===== config.mk =====
export PLATFORM = sky130hd
export DESIGN_NAME = correlator_scheduler
export DESIGN_NICKNAME = d
export VERILOG_FILES = /design/src/rtl/correlator_pkg.sv /design/src/rtl/correlator_timebase.sv /design/src/rtl/correlator_scheduler.sv
export SDC_FILE = /design/constraint.sdc
export NUM_CORES = 1
export LEC_CHECK = 0
export ABC_CLOCK_PERIOD_IN_PS = 3300
export CAP_MARGIN = 20
export CORE_AREA = 2 2 126 128
export DETAILED_ROUTE_END_ITERATION = 8
export DIE_AREA = 0 0 128 130
export PLACE_DENSITY = 0.51
export SETUP_SLACK_MARGIN = 0.05
export SYNTH_ARGS = -nofsm -noshare
export SYNTH_HDL_FRONTEND = slang
export SYNTH_HIERARCHICAL = 1
export SYNTH_SLANG_ARGS = --single-unit

===== constraint.sdc =====
create_clock -name clk -period 3.3 [get_ports clk]
set_input_delay 0.66 -clock clk [delete_from_list [all_inputs] [get_ports clk]]
set_output_delay 0.66 -clock clk [all_outputs]
set_load 0.01 [all_outputs]

===== src/rtl/correlator_pkg.sv =====
// correlator_pkg
//   Shared definitions for the correlator readout controller:
//   default frame sync byte, readout FSM state encoding and a width helper
//   for counters/addresses sized from an element count.
package correlator_pkg;

    localparam logic [7:0] SYNC_BYTE_DEFAULT = 8'hA5;

    typedef enum logic [2:0] {
        IDLE,
        HDR_SYNC,
        HDR_IDX,
        RD_REQ,
        RD_WAIT,
        SEND
    } state_t;

    // Bits needed to index n elements; never narrower than 1 bit.
    function automatic int unsigned addr_width(input int unsigned n);
        return (n > 1) ? $clog2(n) : 1;
    endfunction

endpackage


===== src/rtl/correlator_timebase.sv =====
// correlator_timebase
//   Divides clk into sample strobes and counts strobes into integration
//   periods. Both counters freeze while enable is low, so timing resumes
//   exactly where it stopped.
//   Ports:
//     clk                in   system clock
//     rst_n              in   asynchronous active-low reset
//     enable             in   1 = counters run
//     sample_pulse       out  1-cycle strobe in the last cycle of each sample
//     integration_pulse  out  1-cycle strobe coincident with the last sample
//                             strobe of each integration period
module correlator_timebase
    import correlator_pkg::*;
#(
    parameter int unsigned SAMPLE_DIV          = 50,
    parameter int unsigned INTEGRATION_SAMPLES = 1000000
) (
    input  logic clk,
    input  logic rst_n,
    input  logic enable,
    output logic sample_pulse,
    output logic integration_pulse
);

    localparam int unsigned SW = addr_width(SAMPLE_DIV);
    localparam int unsigned IW = addr_width(INTEGRATION_SAMPLES);
    localparam logic [SW-1:0] SCNT_LAST = SW'(SAMPLE_DIV - 1);
    localparam logic [IW-1:0] ICNT_LAST = IW'(INTEGRATION_SAMPLES - 1);

    logic [SW-1:0] scnt;
    logic [IW-1:0] icnt;

    // Strobes are decoded from the counters gated by enable so that a
    // held counter sitting on its terminal value emits nothing.
    assign sample_pulse      = enable && (scnt == SCNT_LAST);
    assign integration_pulse = sample_pulse && (icnt == ICNT_LAST);

    always_ff @(posedge clk or negedge rst_n) begin
        if (!rst_n) begin
            scnt <= '0;
            icnt <= '0;
        end else if (enable) begin
            if (scnt == SCNT_LAST) begin
                scnt <= '0;
            end else begin
                scnt <= scnt + 1'b1;
            end
            if (sample_pulse) begin
                if (icnt == ICNT_LAST) begin
                    icnt <= '0;
                end else begin
                    icnt <= icnt + 1'b1;
                end
            end
        end
    end

endmodule


===== src/rtl/correlator_scheduler.sv =====
// correlator_scheduler
//   Timing and readout controller for the correlator datapath. Generates
//   sample/integration strobes, commands accumulator snapshot/clear, then
//   streams the shadow bank out as a framed byte stream:
//     SYNC_BYTE, frame_idx[7:0], then per channel RESOLUTION/8 bytes MSB first.
//   Ports:
//     clk, rst_n             clock, asynchronous active-low reset
//     enable                 1 = run sample/integration timers
//     sample_clk_pulse       1-cycle sample strobe
//     integration_clk_pulse  1-cycle integration-boundary strobe
//     acc_snapshot           1-cycle: copy accumulators to shadow bank
//     acc_clear              1-cycle: zero live accumulators
//     rd_addr / rd_data      shadow-bank read port (data 1 cycle after addr)
//     tx_data/tx_valid/tx_ready  byte stream to UART TX (valid/ready)
//     busy                   readout frame in progress
//     overrun                sticky: boundary arrived while busy
module correlator_scheduler
    import correlator_pkg::*;
#(
    parameter int unsigned SAMPLE_DIV          = 50,
    parameter int unsigned INTEGRATION_SAMPLES = 1000000,
    parameter int unsigned NUM_CHANNELS        = 4000,
    parameter int unsigned RESOLUTION          = 32,
    parameter logic [7:0]  SYNC_BYTE           = SYNC_BYTE_DEFAULT
) (
    input  logic                                  clk,
    input  logic                                  rst_n,
    input  logic                                  enable,
    output logic                                  sample_clk_pulse,
    output logic                                  integration_clk_pulse,
    output logic                                  acc_snapshot,
    output logic                                  acc_clear,
    output logic [addr_width(NUM_CHANNELS)-1:0]   rd_addr,
    input  logic [RESOLUTION-1:0]                 rd_data,
    output logic [7:0]                            tx_data,
    output logic                                  tx_valid,
    input  logic                                  tx_ready,
    output logic                                  busy,
    output logic                                  overrun
);

    localparam int unsigned AW         = addr_width(NUM_CHANNELS);
    localparam int unsigned NUM_BYTES  = RESOLUTION / 8;
    localparam int unsigned BW         = addr_width(NUM_BYTES);
    localparam logic [AW-1:0] LAST_CH  = AW'(NUM_CHANNELS - 1);
    localparam logic [BW-1:0] LAST_BYTE = BW'(NUM_BYTES - 1);

    logic                  sample_pulse;
    logic                  integration_pulse;
    state_t                state;
    logic [7:0]            frame_idx;
    logic [RESOLUTION-1:0] shift;
    logic [BW-1:0]         byte_cnt;
    logic                  tx_fire;

    correlator_timebase #(
        .SAMPLE_DIV          (SAMPLE_DIV),
        .INTEGRATION_SAMPLES (INTEGRATION_SAMPLES)
    ) u_timebase (
        .clk               (clk),
        .rst_n             (rst_n),
        .enable            (enable),
        .sample_pulse      (sample_pulse),
        .integration_pulse (integration_pulse)
    );

    assign sample_clk_pulse      = sample_pulse;
    assign integration_clk_pulse = integration_pulse;
    assign acc_clear             = integration_pulse;
    // busy is the registered flag, so a boundary landing in the cycle the
    // last byte is accepted still sees busy=1 and is suppressed.
    assign acc_snapshot          = integration_pulse && !busy;
    assign tx_fire               = tx_valid && tx_ready;

    always_ff @(posedge clk or negedge rst_n) begin
        if (!rst_n) begin
            state     <= IDLE;
            busy      <= 1'b0;
            overrun   <= 1'b0;
            tx_valid  <= 1'b0;
            tx_data   <= '0;
            rd_addr   <= '0;
            frame_idx <= '0;
            shift     <= '0;
            byte_cnt  <= '0;
        end else begin
            if (integration_pulse && busy) begin
                overrun <= 1'b1;
            end

            case (state)
                IDLE: begin
                    if (acc_snapshot) begin
                        state    <= HDR_SYNC;
                        busy     <= 1'b1;
                        tx_data  <= SYNC_BYTE;
                        tx_valid <= 1'b1;
                        rd_addr  <= '0;
                    end
                end

                HDR_SYNC: begin
                    if (tx_fire) begin
                        tx_data <= frame_idx;
                        state   <= HDR_IDX;
                    end
                end

                HDR_IDX: begin
                    if (tx_fire) begin
                        tx_valid <= 1'b0;
                        state    <= RD_REQ;
                    end
                end

                // rd_addr already holds the channel; this cycle presents it.
                RD_REQ: begin
                    state <= RD_WAIT;
                end

                // Top byte goes straight to tx_data; the rest waits in shift,
                // left-aligned so every later byte comes from the same slice.
                RD_WAIT: begin
                    tx_data  <= rd_data[RESOLUTION-1 -: 8];
                    shift    <= rd_data << 8;
                    byte_cnt <= '0;
                    tx_valid <= 1'b1;
                    state    <= SEND;
                end

                SEND: begin
                    if (tx_fire) begin
                        if (byte_cnt == LAST_BYTE) begin
                            tx_valid <= 1'b0;
                            if (rd_addr == LAST_CH) begin
                                state     <= IDLE;
                                busy      <= 1'b0;
                                frame_idx <= frame_idx + 8'd1;
                                rd_addr   <= '0;
                            end else begin
                                rd_addr <= rd_addr + 1'b1;
                                state   <= RD_REQ;
                            end
                        end else begin
                            tx_data  <= shift[RESOLUTION-1 -: 8];
                            shift    <= shift << 8;
                            byte_cnt <= byte_cnt + 1'b1;
                        end
                    end
                end

                default: begin
                    state <= IDLE;
                end
            endcase
        end
    end

endmodule

* Word level (Yosys, flattened, before mapping) *
Cells that the tools add are included.

word-level totals
  memories = 0
  latch bits = 0
  output and inout port bits = 27
  word-level logic and storage cells = 85
  memory bits (read-only) = 0
  input port bits = 36
  bits in registers = 94
  bits in writable memories = 0

cells by class
  bitwise logic cells = 0
  reduce and logical (&&, ||, !) cells = 19
  equality and inequality tests = 16
  order comparisons = 0
  multiplexer cells = 34
  $add $sub $neg = 5
  shift-type cells = 0
  div/mod/pow operators = 0
  multipliers = 0

operators by type and width
  cell                                                  count
  2-to-1 mux 32 bit                                     2
  one-hot mux 32 bit (2 select lines)                   1
  2-to-1 mux 12 bit                                     4
  2-to-1 mux 8 bit                                      4
  one-hot mux 8 bit (4 select lines)                    1
  one-hot mux 12 bit (2 select lines)                   1
  adder 20 x 1 -> 20 bit (second input constant)        1
  equality test 20 bit (second input constant)          1
  2-to-1 mux 20 bit                                     1
  AND reduction 5 bit                                   4
  one-hot mux 3 bit (6 select lines)                    1
  2-to-1 mux 3 bit                                      5
  != test 2 bit (second input constant)                 7
  adder 12 x 1 -> 12 bit (second input constant)        1
  equality test 12 bit (second input constant)          1
  adder 8 x 1 -> 8 bit (second input constant)          1
  AND reduction 4 bit                                   2
  nonzero test 4 bit                                    2
  2-to-1 mux 1 bit                                      7
  adder 6 x 1 -> 6 bit (second input constant)          1
  equality test 3 x 2 -> 1 bit (second input constant)  2
  equality test 3 bit (second input constant)           2
  equality test 6 bit (second input constant)           1
  2-to-1 mux 2 bit                                      3
  13 further kinds                                      18

* Logic depth before layout (Yosys ltp) *
  word-level depth = 6
  depth in mapped cells = 9
  depth with buffers taken out = 9

* Hierarchy *
The synthesis kept the hierarchy.

modules (own cells, without submodules)
  module                times used  seq. area each (um^2)  cells an instance  area an instance (um^2)
  correlator_scheduler  1           1501.4                 328                3118.0
  correlator_timebase   1           650.6                  141                1400.1

* Worst setup path before layout *
No wires, ideal clock.

  kind = input -> register
  start point = input enable
  end point = register rd_addr[9]
  library setup time = 121 ps
  buffers on the path = 1
  arrival time = 2724 ps
  stages on the path = 8
  path slack = 455 ps
  required time = 3179 ps
  cell sequence = buf_4 nand2_1 or4_2 nor2_4 nor4b_1 a22o_1 nand2_1 o22a_1

between the ends
  longest elaborated chain between the ends = 5

ends and longest elaborated chain
  element                        line                         text
  start: declaration             correlator_scheduler.sv:28   input logic enable,
  logical AND 1 bit              correlator_timebase.sv:35    assign sample_pulse = enable && (scnt == SCNT_LAST);
  logical AND 1 bit              correlator_timebase.sv:36    assign integration_pulse = sample_pulse && (icnt == ICNT_LAST);
  named net acc_clear            correlator_scheduler.sv:32   output logic acc_clear,
  logical AND 1 bit              correlator_scheduler.sv:72   assign acc_snapshot = integration_pulse && !busy;
  != test 2 bit (no line)        n/a
  AND reduction 4 bit (no line)  n/a
  end signal: assignment         correlator_scheduler.sv:141  rd_addr <= rd_addr + 1'b1;
  end: declaration               correlator_scheduler.sv:33   output logic [addr_width(NUM_CHANNELS)-1:0] rd_addr,

The timed path passes the listed nets, and every way through them passes these cells.
A chain may end at the register's enable or synchronous reset.

* Worst setup path after layout *
  start point = register u_timebase.icnt[14]
  end point = output integration_clk_pulse

between the ends
  longest elaborated chain between the ends = 2

ends and longest elaborated chain
  element                   line                        text
  start: declaration        correlator_timebase.sv:31   logic [IW-1:0] icnt;
  start signal: assignment  correlator_timebase.sv:52   icnt <= icnt + 1'b1;
  equality test 20 bit      correlator_timebase.sv:36
  logical AND 1 bit         correlator_timebase.sv:36
  end: declaration          correlator_scheduler.sv:30  output logic integration_clk_pulse,

No other way between the ends.

==> impl_metrics.toml <==
[synthesis]
synthDominantAreaCellType = "dfrtp_1"
synth-edff-count = 0
synth_top_area_share = 0.4763
synth_cell_types = 70
synth_area_um2 = 4518
ys_seq_area_frac = 0.4763
yosys_most_used_dff = "dfrtp_1"
ys_top_cells_by_area = "dfrtp_1 (48%), nand2_1 (7.3%), a31oi_1 (3.0%)"
synth_fp_nets = 511
syn_area_per_cell_um2 = 9.633
synth-seq-cells = 86
synthesis.yosys.warnings = 6
async_flop_share = 1.000
syn-instance-count = 469

[sta]
slew_headroom = 0.4701
post-route-min-period_ns = 3.114
fin_worst_skew_ns = 0.008454
final_hold_viol_count = 0
final-setup-viol-count = 0
timing.final.ws_setup_ns = 0.1855
grt_setup_unrepaired = "false"
min_period_over_period = 0.9438
fmaxAchievable_mhz = 321.1
max_slew.worst_pin.slew_ns = 0.7949
finalMaxSlewViolations = 0
worst_hold_slack_ns = 0.2841

[power]
design_power_total_mw = 2.281
p_leak_nw = 2.412
vdd_ir_drop_max_uv = 215.1
p_per_area_nw_per_um2 = 400.4

[run_status]
run_status = "complete, no violations"

[floorplanning]
floorplan.die.width_um = 128
die_h_um = 130
rows = 46
core_area_um2 = 15420
die_area_um2 = 16640
ios = 63
initial_utilization = 0.2929

[place]
pre_cts_slack_ns = -0.1429
dp_cells = 721
hpwlAfterDp_mm = 7.546
placement.io_buffers = 62
gp_routability_congestion = 0.7865

[clock_network]
numCtsBuffers = 9
worstSkewPairLatency_ns = 0.35
clock_tree_from_tritoncts = "built"
clock_sink_count = 86
cts_htree_levels = 3
cts-root-to-sink-buffers = 2
cts.root.buffer_cell = "clkbuf_16"
clock_transition_time_at_the_flip_flop_clock_pins_of_the_worst_setup_and_hold_paths_ns = 0.06

[critical_path]
cp-start-kind = "flip-flop"
worst_r2r_endpoint = "rd_addr[9]$_DFFE_PN0P_"
worst_ep_arrival_time_ns = 2.45
cp_slowest_stage_delay_ns = 0.61
required_ns = 2.64
criticalPathCategory = "reg2out"
cp_cell_sequence = "or4b_2 -> or4_4 -> nor2_4 -> buf_4 -> dlygate4sd2_1"
worstPathMaxFanout = 7
critPathCaptureType = "output port"
worstRegToRegCells = 9
path_delay_family = "simple AND/OR/NAND/NOR gates"
critPathBufInv = 2
regToRegStartpoint = "u_timebase/icnt[14]$_DFFE_PN0P_"
worst_path_max_delay_cell = "or4b_2"
worst-r2r-setup-slack_ns = 0.41

[grt]
global_route_wire_length_before_repair_mm = 18.40
grt_use_total = 0.1408
antenna_violations_before_repair = 0
grt_remaining_overflow = 0
number_of_global_route_vias_before_repair = 3616
grt_max_degree = 50

[cells_and_area]
antenna_cells_inserted = 0
layout-drive-gt1-share = 0.1374
layout.cells.non_filler = 738
synth_to_final_area_change_pct = 26.06
multi_input_comb_area_um2 = 2202
final-seq-area_um2 = 2152
layout.core_utilization = 0.3692
nets = 583
final.fill_count = 1583

[flow_run]
timing.max_cap.violations = 0

[detailed_routing]
met3_length_um = 344
highest_layer = "met4"
detailedRoute.firstPassIterationCount = 4
routed_via_count = 3707
dr.first_iter.drc_count = 261
wirelength_mm = 10.80
route.met2.wl_mm = 5.023
detail_route.wl_per_cell_um = 14.63
detail_route.drc_violations = 0
post_drt_via_cell_ratio = 5.023
ant_nets = 0
routedLengthMet1_mm = 5.292

[min_path]
min-delay-path-class = "in2async"
how the worst max path moves through the flow:
stage	start	end	slack, ns	cells past startpoint
6_report	u_timebase/icnt[14]$_DFFE_PN0P_	integration_clk_pulse	0.19	5
5_1_grt	u_timebase/icnt[14]$_DFFE_PN0P_	acc_snapshot	0.06	6
4_1_cts	u_timebase/icnt[15]$_DFFE_PN0P_	acc_snapshot	0.16	6
3_5_place_dp	enable	acc_snapshot	-0.14	7
3_3_place_gp	enable	acc_snapshot	-0.15	7
2_1_floorplan	enable	rd_addr[9]$_DFFE_PN0P_	0.46	8
per-stage QoR:
stage                     cell area, um^2  setup TNS [ns]
after floorplan                      4518               0
after global placement               5399         -0.4069
after detailed placement             5399         -0.4152
after CTS                            5695               0
final                                5695               0
after global routing                 5695               0
power breakdown:
part	total [mW]	internal (mW)	switching (mW)	leakage, nW
Clock	1.00	0.542	0.463	0.140
Combinational	0.147	0.0849	0.0619	1.20
Sequential	1.13	1.08	0.0451	1.07
what timing repair did:
item / CTS / global route
resized for setup: 4 / 0
hold buffers: 0 / 0
endpoints found under the setup margin: 3 / 0
buffers inserted: 1 / 0
cells in the mapped netlist (4+ instances only):
cell	number
nand3_1	27
buf_2	10
nor2_1	31
nor4_1	4
nand2b_1	4
inv_1	12
nand2_1	88
a31oi_1	22
mux2_2	9
a21oi_1	21
buf_4	4
mux2i_1	11
xnor2_1	10
o31ai_1	4
xor2_1	7
nand4_1	7
and3_1	4
o2bb2ai_1	5
nor3_1	6
dfrtp_1	86
ha_1	6
o21ai_0	20
state kept, by name, indices dropped and copies added, names as in the netlist:
signal and count:
shift 24, u_timebase/icnt 20, rd_addr 12, frame_idx 8, tx_data 8, u_timebase/scnt 6, state 3, byte_cnt 2
busy 1, overrun 1, tx_valid 1
metal layers:
metal,up-vias,track usage
li1,1837,-
met1,1794,0.1992
met2,67,0.2104
met3,9,0.02337
met4,0,0.06787
met5,-,0
placed cells by master (no fill, tap or decap), types with 4 or more instances in the layout:
cell type,instances
nand2_1,88
dfrtp_1,86
clkdlybuf4s50_1,58
nor2_1,31
nand3_1,27
a31oi_1,22
a21oi_1,20
o21ai_0,20
buf_4,18
inv_1,12
mux2i_1,11
xnor2_1,10
mux2_2,9
clkbuf_16,9
nand4_1,7
xor2_1,7
nor3_1,6
ha_1,6
o2bb2ai_1,5
nand2b_1,4
and3_1,4
nor4_1,4
o31ai_1,4
or4_4,4
layout make-up:
cell class,count,area share
Multi-Input combinational cell,351,0.3866
Sequential cell,86,0.3779
Timing Repair Buffer,80,0.1338
Tap cell,192,0.04218
Clock buffer,10,0.04196
Clock inverter,6,0.009007
Inverter,13,0.008568
kinds of logic after synthesis:
family / Yosys count / share of synthesized area
simple gates: 211 / 0.2481
compound gates: 97 / 0.1415
flops: 86 / 0.4763
buf+inv: 32 / 0.03766
mux: 20 / 0.04680
xor+xnor: 17 / 0.03295
fa+ha+maj: 6 / 0.01662
(Power assumes the default switching activity.)
